===== src/rtl/pad_dmac_engine.sv =====
// Padding DMA engine: reads a WxH source matrix row by row over AXI3 and
// writes a (W+2)x(H+2) padded copy (zero / mirror / replicate borders).
module pad_dmac_engine #(
    parameter int unsigned MAX_DIM = 32,
    parameter logic [3:0]  AXI_ID  = 4'd0
) (
    input  logic        clk,
    input  logic        rst,
    input  logic [31:0] src_addr_i,
    input  logic [31:0] dst_addr_i,
    input  logic [5:0]  mat_width_i,
    input  logic [5:0]  mat_height_i,
    input  logic [1:0]  pad_mode_i,
    input  logic        start_i,
    output logic        done_o,
    output logic        err_o,
    // write address channel
    output logic [3:0]  awid_o,
    output logic [31:0] awaddr_o,
    output logic [3:0]  awlen_o,
    output logic [2:0]  awsize_o,
    output logic [1:0]  awburst_o,
    output logic        awvalid_o,
    input  logic        awready_i,
    // write data channel
    output logic [3:0]  wid_o,
    output logic [31:0] wdata_o,
    output logic [3:0]  wstrb_o,
    output logic        wlast_o,
    output logic        wvalid_o,
    input  logic        wready_i,
    // write response channel
    input  logic [3:0]  bid_i,
    input  logic [1:0]  bresp_i,
    input  logic        bvalid_i,
    output logic        bready_o,
    // read address channel
    output logic [3:0]  arid_o,
    output logic [31:0] araddr_o,
    output logic [3:0]  arlen_o,
    output logic [2:0]  arsize_o,
    output logic [1:0]  arburst_o,
    output logic        arvalid_o,
    input  logic        arready_i,
    // read data channel
    input  logic [3:0]  rid_i,
    input  logic [31:0] rdata_i,
    input  logic [1:0]  rresp_i,
    input  logic        rlast_i,
    input  logic        rvalid_i,
    output logic        rready_o
);

    localparam int unsigned IW = $clog2(MAX_DIM);

    typedef enum logic [2:0] {
        StIdle, StRdAr, StRdR, StWrAw, StWrW, StWrB, StDone
    } state_t;

    state_t      state_q, state_d;
    logic [31:0] src_q, src_d;
    logic [31:0] dst_q, dst_d;
    logic [6:0]  w_q, w_d;
    logic [6:0]  h_q, h_d;
    logic [1:0]  mode_q, mode_d;
    logic [6:0]  row_q, row_d;       // padded output row being produced
    logic [6:0]  col_q, col_d;       // word index within the current row transfer
    logic [4:0]  cnt_q, cnt_d;       // beats left in the current burst
    logic        err_q, err_d;
    logic        buf_valid_q, buf_valid_d;
    logic [6:0]  buf_tag_q, buf_tag_d;
    logic [31:0] buf_q [MAX_DIM];

    logic        cfg_bad;
    logic [6:0]  w2;
    logic [6:0]  src_row;
    logic [6:0]  pad_col;
    logic [6:0]  rd_rem, wr_rem;
    logic [4:0]  rd_beats, wr_beats;
    logic [31:0] rd_off, wr_off;
    logic [31:0] rd_addr, wr_addr;
    logic        border;
    logic [31:0] wr_data;
    logic [6:0]  row_nx, nx_src;
    logic        nx_read;
    logic        unused_sig;

    // Map a padded index (0..N+1) onto a source index (0..N-1) for the given mode.
    function automatic logic [6:0] map_idx(input logic [6:0] k, input logic [6:0] n,
                                           input logic [1:0] mode);
        if (k == 7'd0) begin
            return (mode == 2'd1) ? 7'd1 : 7'd0;
        end else if (k == n + 7'd1) begin
            return (mode == 2'd1) ? n - 7'd2 : n - 7'd1;
        end
        return k - 7'd1;
    endfunction

    // Datapath: addresses, burst sizes, padded write data and next-row decision.
    always_comb begin
        cfg_bad  = (mat_width_i < 6'd3) || (mat_height_i < 6'd3) ||
                   (32'(mat_width_i) > MAX_DIM) || (32'(mat_height_i) > MAX_DIM) ||
                   (pad_mode_i == 2'd3);
        w2       = w_q + 7'd2;
        src_row  = map_idx(row_q, h_q, mode_q);
        pad_col  = map_idx(col_q, w_q, mode_q);
        rd_rem   = w_q - col_q;
        wr_rem   = w2 - col_q;
        rd_beats = (rd_rem > 7'd16) ? 5'd16 : rd_rem[4:0];
        wr_beats = (wr_rem > 7'd16) ? 5'd16 : wr_rem[4:0];
        rd_off   = 32'(src_row) * 32'(w_q) + 32'(col_q);
        wr_off   = 32'(row_q) * 32'(w2) + 32'(col_q);
        rd_addr  = src_q + {rd_off[29:0], 2'b00};
        wr_addr  = dst_q + {wr_off[29:0], 2'b00};
        border   = (mode_q == 2'd0) &&
                   ((row_q == 7'd0) || (row_q == h_q + 7'd1) ||
                    (col_q == 7'd0) || (col_q == w2 - 7'd1));
        wr_data  = border ? 32'd0 : buf_q[pad_col[IW-1:0]];
        row_nx   = row_q + 7'd1;
        nx_src   = map_idx(row_nx, h_q, mode_q);
        // A zero-mode border row needs no data; otherwise reuse a buffered row.
        nx_read  = !((mode_q == 2'd0) && (row_nx == h_q + 7'd1)) &&
                   !(buf_valid_q && (buf_tag_q == nx_src));
    end

    // Next-state logic for the row-by-row read/write sequencer.
    always_comb begin
        state_d     = state_q;
        src_d       = src_q;
        dst_d       = dst_q;
        w_d         = w_q;
        h_d         = h_q;
        mode_d      = mode_q;
        row_d       = row_q;
        col_d       = col_q;
        cnt_d       = cnt_q;
        err_d       = err_q;
        buf_valid_d = buf_valid_q;
        buf_tag_d   = buf_tag_q;
        unique case (state_q)
            StIdle: begin
                if (start_i) begin
                    src_d       = src_addr_i;
                    dst_d       = dst_addr_i;
                    w_d         = {1'b0, mat_width_i};
                    h_d         = {1'b0, mat_height_i};
                    mode_d      = pad_mode_i;
                    row_d       = 7'd0;
                    col_d       = 7'd0;
                    cnt_d       = 5'd0;
                    buf_valid_d = 1'b0;
                    err_d       = cfg_bad;
                    if (cfg_bad) begin
                        state_d = StDone;
                    end else if (pad_mode_i == 2'd0) begin
                        state_d = StWrAw;
                    end else begin
                        state_d = StRdAr;
                    end
                end
            end
            StRdAr: begin
                if (arready_i) begin
                    cnt_d   = rd_beats;
                    state_d = StRdR;
                end
            end
            StRdR: begin
                if (rvalid_i) begin
                    col_d = col_q + 7'd1;
                    cnt_d = cnt_q - 5'd1;
                    if (rresp_i != 2'b00) begin
                        err_d = 1'b1;
                    end
                    // Beat counting, not rlast, ends the burst.
                    if (cnt_q == 5'd1) begin
                        if (col_q + 7'd1 == w_q) begin
                            buf_valid_d = 1'b1;
                            buf_tag_d   = src_row;
                            col_d       = 7'd0;
                            state_d     = StWrAw;
                        end else begin
                            state_d = StRdAr;
                        end
                    end
                end
            end
            StWrAw: begin
                if (awready_i) begin
                    cnt_d   = wr_beats;
                    state_d = StWrW;
                end
            end
            StWrW: begin
                if (wready_i) begin
                    col_d = col_q + 7'd1;
                    cnt_d = cnt_q - 5'd1;
                    if (cnt_q == 5'd1) begin
                        state_d = StWrB;
                    end
                end
            end
            StWrB: begin
                if (bvalid_i) begin
                    if (bresp_i != 2'b00) begin
                        err_d = 1'b1;
                    end
                    if (col_q == w2) begin
                        if (row_q == h_q + 7'd1) begin
                            state_d = StDone;
                        end else begin
                            row_d   = row_nx;
                            col_d   = 7'd0;
                            state_d = nx_read ? StRdAr : StWrAw;
                        end
                    end else begin
                        state_d = StWrAw;
                    end
                end
            end
            StDone: begin
                if (!start_i) begin
                    state_d = StIdle;
                end
            end
            default: state_d = StIdle;
        endcase
    end

    // Control and configuration registers with asynchronous reset.
    always_ff @(posedge clk or posedge rst) begin
        if (rst) begin
            state_q     <= StIdle;
            src_q       <= '0;
            dst_q       <= '0;
            w_q         <= '0;
            h_q         <= '0;
            mode_q      <= '0;
            row_q       <= '0;
            col_q       <= '0;
            cnt_q       <= '0;
            err_q       <= 1'b0;
            buf_valid_q <= 1'b0;
            buf_tag_q   <= '0;
        end else begin
            state_q     <= state_d;
            src_q       <= src_d;
            dst_q       <= dst_d;
            w_q         <= w_d;
            h_q         <= h_d;
            mode_q      <= mode_d;
            row_q       <= row_d;
            col_q       <= col_d;
            cnt_q       <= cnt_d;
            err_q       <= err_d;
            buf_valid_q <= buf_valid_d;
            buf_tag_q   <= buf_tag_d;
        end
    end

    // Row buffer capture; contents are only trusted while buf_valid_q is set.
    always_ff @(posedge clk) begin
        if (state_q == StRdR && rvalid_i) begin
            buf_q[col_q[IW-1:0]] <= rdata_i;
        end
    end

    // Outputs decode from state so an async reset clears them at once.
    always_comb begin
        done_o    = (state_q == StIdle) || (state_q == StDone);
        err_o     = err_q;
        arid_o    = AXI_ID;
        awid_o    = AXI_ID;
        wid_o     = AXI_ID;
        arsize_o  = 3'b010;
        awsize_o  = 3'b010;
        arburst_o = 2'b01;
        awburst_o = 2'b01;
        wstrb_o   = 4'hF;
        arvalid_o = (state_q == StRdAr);
        araddr_o  = arvalid_o ? rd_addr : 32'd0;
        arlen_o   = arvalid_o ? 4'(rd_beats - 5'd1) : 4'd0;
        awvalid_o = (state_q == StWrAw);
        awaddr_o  = awvalid_o ? wr_addr : 32'd0;
        awlen_o   = awvalid_o ? 4'(wr_beats - 5'd1) : 4'd0;
        wvalid_o  = (state_q == StWrW);
        wdata_o   = wvalid_o ? wr_data : 32'd0;
        wlast_o   = wvalid_o && (cnt_q == 5'd1);
        rready_o  = (state_q == StRdR);
        bready_o  = (state_q == StWrB);
    end

    assign unused_sig = ^{rid_i, bid_i, rlast_i, pad_col};

endmodule

===== config.mk =====
export PLATFORM = sky130hd
export DESIGN_NAME = pad_dmac_engine
export DESIGN_NICKNAME = d
export VERILOG_FILES = /design/src/rtl/pad_dmac_engine.sv
export SDC_FILE = /design/constraint.sdc
export NUM_CORES = 2
export LEC_CHECK = 0
export ABC_AREA = 0
export CAP_MARGIN = 10
export CORE_UTILIZATION = 45
export CTS_BUF_LIST = sky130_fd_sc_hd__clkbuf_8
export DETAILED_ROUTE_END_ITERATION = 10
export GPL_TIMING_DRIVEN = 0
export PLACE_DENSITY = 0.75
export SYNTH_ARGS = -nofsm -noshare
export SYNTH_HDL_FRONTEND = slang
export SYNTH_SLANG_ARGS = --single-unit

===== constraint.sdc =====
create_clock -name clk -period 10.4 [get_ports clk]
set_clock_uncertainty 0.2 [all_clocks]
set_input_delay 2.08 -clock clk [delete_from_list [all_inputs] [get_ports clk]]
set_output_delay 2.08 -clock clk [all_outputs]
set_load 0.02 [all_outputs]

==> summary.md <==
The logs give 0.936 for the weighted congestion at the end of routability-driven global placement and 0.0961 GHz for the maximum frequency from static timing analysis. Across the VDD grid, the largest voltage drop is 0.265 mV. The longest clock path from root to sink contains 3 buffers. The checks that failed: setup timing. Dividing total power by cell area gives a power density of 306 nW/um^2. For the worst setup path, the data required time is 8.12 ns. The core area is 118000 sq um. The worst path needs 10.41 ns of the cycle, external delays included. TritonCTS built the clock tree. CTS placed an instance of sky130_fd_sc_hd__clkbuf_8 at the clock tree root.

The die width is 346 microns. The worst setup path is captured at a primary output. The global-route usage over all layers was 0.252; the cell leakage power was 22.6 nW. For this design the top-level I/O count stands at 269. The tools report the final routed wirelength across all metal layers as 155000 microns. The sequential cell area fraction in the yosys report was 0.627; the stage delay of the slowest cell on the critical path was 0.50 ns.

The average instance in the mapped netlist occupies 12.8 sq um. The signed area change from the synthesized netlist to the final layout works out to 18.5%. The count of input and output buffers was 233; the share of async-settable or async-resettable flops after synthesis was 0.0962.

The final critical-path share of the clock period came out at 1.00. Cell at the slowest stage of the critical path: sky130_fd_sc_hd__fa_1. Number of failing hold endpoints at the final stage: 0.

The post-route setup TNS was -0.0101 ns; the setup slack at placement was -1.52 ns. For this block, the via count after detailed routing is 38500. In this run the worst path has a maximum fanout of 8. The logs give 79 for the largest net degree at the start of global routing and 176 for the number of buffers created by CTS. Initial standard-cell utilization of the core: 0.453. The number of sinks handled by clock tree synthesis is 1133.

Setup repair after global routing could not meet its margin everywhere. After synthesis the netlist holds a flip-flop and latch count of 1133. The number of hold buffers added after CTS was 0. The warning count from the yosys run was 0. For the remaining antenna violation count after routing, the log shows 0. The ratio of routed vias to standard cells was 6.04; the floorplan die height was 346 microns. The final-report setup violation count was 1; the number of global-route vias before repair was 37100. The tools report the start point of the critical path as h_q[0]. In this design, the critical path's most frequently occurring cell is sky130_fd_sc_hd__fa_1. The logs give 5 for the number of optimization iterations in the first detailed-route pass and 0 for the total congestion overflow after global routing.

At the pin with the least slew margin, the transition time is 1.35 ns. The headroom to the max-slew limit came out at 0.0977. The commonest register cell after synthesis is sky130_fd_sc_hd__edfxtp_1.

For the clock latency at the later pin of the worst-skew pair, the log shows 0.88 ns. Excluding fillers, the count of instances in the completed layout stands at 6380. The tools report the row count as 126. The worst hold path belongs to the class flop to flop.

The flow ran to the end, but the final reports show violations. Data arrives at the worst endpoint at 8.13 ns. The die covers 120000 sq um.

The cell total after placement came out at 6014. The worst setup path is of the flop to primary output kind. For this block, the initial DRC count from the detailed router was 5006. The wire-length estimate of the detail-placed layout is 109000 microns.

Max-cap violations in this run came to 0. The library cells used most frequently in the layout, excluding fill and tap cells, are sky130_fd_sc_hd__edfxtp_1 (1024), sky130_fd_sc_hd__nand2_1 (398), sky130_fd_sc_hd__nor2_1 (237). The net count of the finished layout is 5027. The run gives 0 as the number of max-slew violations in the final report. The library cell used most frequently in the layout, excluding fill and tap cells, is sky130_fd_sc_hd__edfxtp_1. In this run, distinct cell masters in the synthesized netlist total 95.

The share of layout cells above drive strength 1 came out at 0.148. Counting every instance in the synthesized netlist gives 4187. The worst hold path startpoint is src_q[0].

The number of antenna violations at the first check in global routing came out at 7. After detailed routing, the average wire length per cell comes to 24.3 microns. The mapped netlist covers 53400 sq um. After detailed routing, the number of remaining DRC violations is 0.

The first global-routing pass estimated 229000 microns of wire. The worst path setup slack after routing was -0.0101 ns; the number of flops mapped to enable cells by yosys was 1024. H-tree level count: 4.

The sort of element at the start of the critical path is a flop. The worst register-to-register path begins at w_q[0]. Clock-pin slew was measured on the worst setup and hold paths at 0.06 ns.
==> what timing repair did <==
action | in CTS | in global routing
pin swaps | 21 | 41
cloned | 0 | 1
setup buffers | 21 | 28
gates resized for setup | 186 | 95
endpoints found under the setup margin | 45 | 38
==> metrics by stage <==
step / instance area [sq um] / hold WS, ns / total power, mW / util
2_1_floorplan: 53500 / 0.270 / 11.7 / -
3_3_place_gp: 57700 / 0.283 / 14.7 / 0.490
3_5_place_dp: 58800 / 0.291 / 15.0 / 0.500
4_1_cts: 62700 / 0.304 / 18.8 / 0.532
5_1_grt: 63300 / 0.322 / 20.3 / 0.537
6_report: 63300 / 0.304 / 19.3 / 0.537
==> worst max-delay path: cells and delay by family, from the launching register on <==
kind / cells / cell delay (ns)
fa+ha+maj: 7 / 2.68
simple gates: 11 / 1.41
flops: 1 / 0.46
buf+inv: 8 / 1.02
xor+xnor: 2 / 0.27
compound gates: 5 / 1.38
==> final cells by class <==
class | instances | area (sq um)
Fill cell | 9442 | 54500
Sequential cell | 1133 | 33500
Multi-Input combinational cell | 2638 | 19000
Timing Repair Buffer | 317 | 3570
Clock buffer | 185 | 2550
Tap cell | 1536 | 1920
Buffer | 279 | 1400
Clock inverter | 128 | 719
Inverter | 154 | 594
Antenna cell | 10 | 25.0
==> path summary, 6_finish.rpt <==
check / end / slack (ns) / cells past startpoint
worst max register to register: cnt_q[1] / 5.63 / 13
min in group asynchronous: dst_q[24] / 1.38 / 2
worst min-delay path: src_q[0] / 0.30 / 1
max in group asynchronous: w_q[1] / 7.88 / 3
worst max-delay path: araddr_o[21] / -0.01 / 33
worst min register to register: src_q[0] / 0.30 / 1
==> flip-flops by register name, summed over array words and instances, names as in the netlist <==
register,cells
cnt_q,5
buf_q,1024
buf_tag_q,7
err_o,1
h_q,6
src_q,32
row_q,7
mode_q,2
buf_valid_q,1
w_q,6
dst_q,32
col_q,7
state_q,3
==> per-layer routing <==
metal / vias up / GRT usage / wire, microns
met4: 2 / 0.133 / 7830
met5: - / 0 / 13
li1: 16700 / - / -
met2: 2505 / 0.391 / 70900
met3: 415 / 0.0482 / 16700
met1: 18900 / 0.337 / 59800
==> report_power, final <==
group / internal [mW] / switching [mW]
combinational: 3.76 / 6.67
sequential: 5.18 / 0.190
clock: 1.72 / 1.82
total: 10.7 / 8.68
==> cell usage after synthesis, drive strengths merged (16+ instances only) <==
library cell  instances  area (sq um)
a22oi                28           210
a21boi               63           473
xnor2                79           707
nand3               209          1060
xor2                 48           435
edfxtp             1024         30700
nor3                120           612
a21oi               140           701
a222oi               31           310
a211oi               79           593
a221oi               30           269
inv                 150           563
or3                  29           181
and3                 84           526
or2                  32           200
mux2i               107          1070
mux2                 77           867
buf                 138           816
nand2b               16           100
o221a                27           304
o21ai               125           626
o22ai                64           400
a2111oi              74           758
clkbuf              149           559
nor2                283          1070
dfrtp               109          2730
and2                 51           319
nand2               401          1520
nor2b                39           244
a32oi                28           245
ha                  137          1710
fa                   60          1200
==> cell families (layout without fill, tap and decap cells) <==
| kind of cell | Yosys count | in the layout | synth area share |
|---|---|---|---|
| XOR/XNOR | 127 | 127 | 0.0214 |
| adder cells (fa/ha/maj) | 197 | 197 | 0.0546 |
| other | 2 | 36 | 0.000141 |
| AND/OR/NAND/NOR | 1315 | 1316 | 0.117 |
| multiplexers | 184 | 184 | 0.0363 |
| flip-flops | 1133 | 1133 | 0.627 |
| AO/OA/AOI/OAI | 788 | 788 | 0.107 |
| buffers and inverters | 441 | 1063 | 0.0366 |
Note: power is estimated with default switching activity, not from simulation.
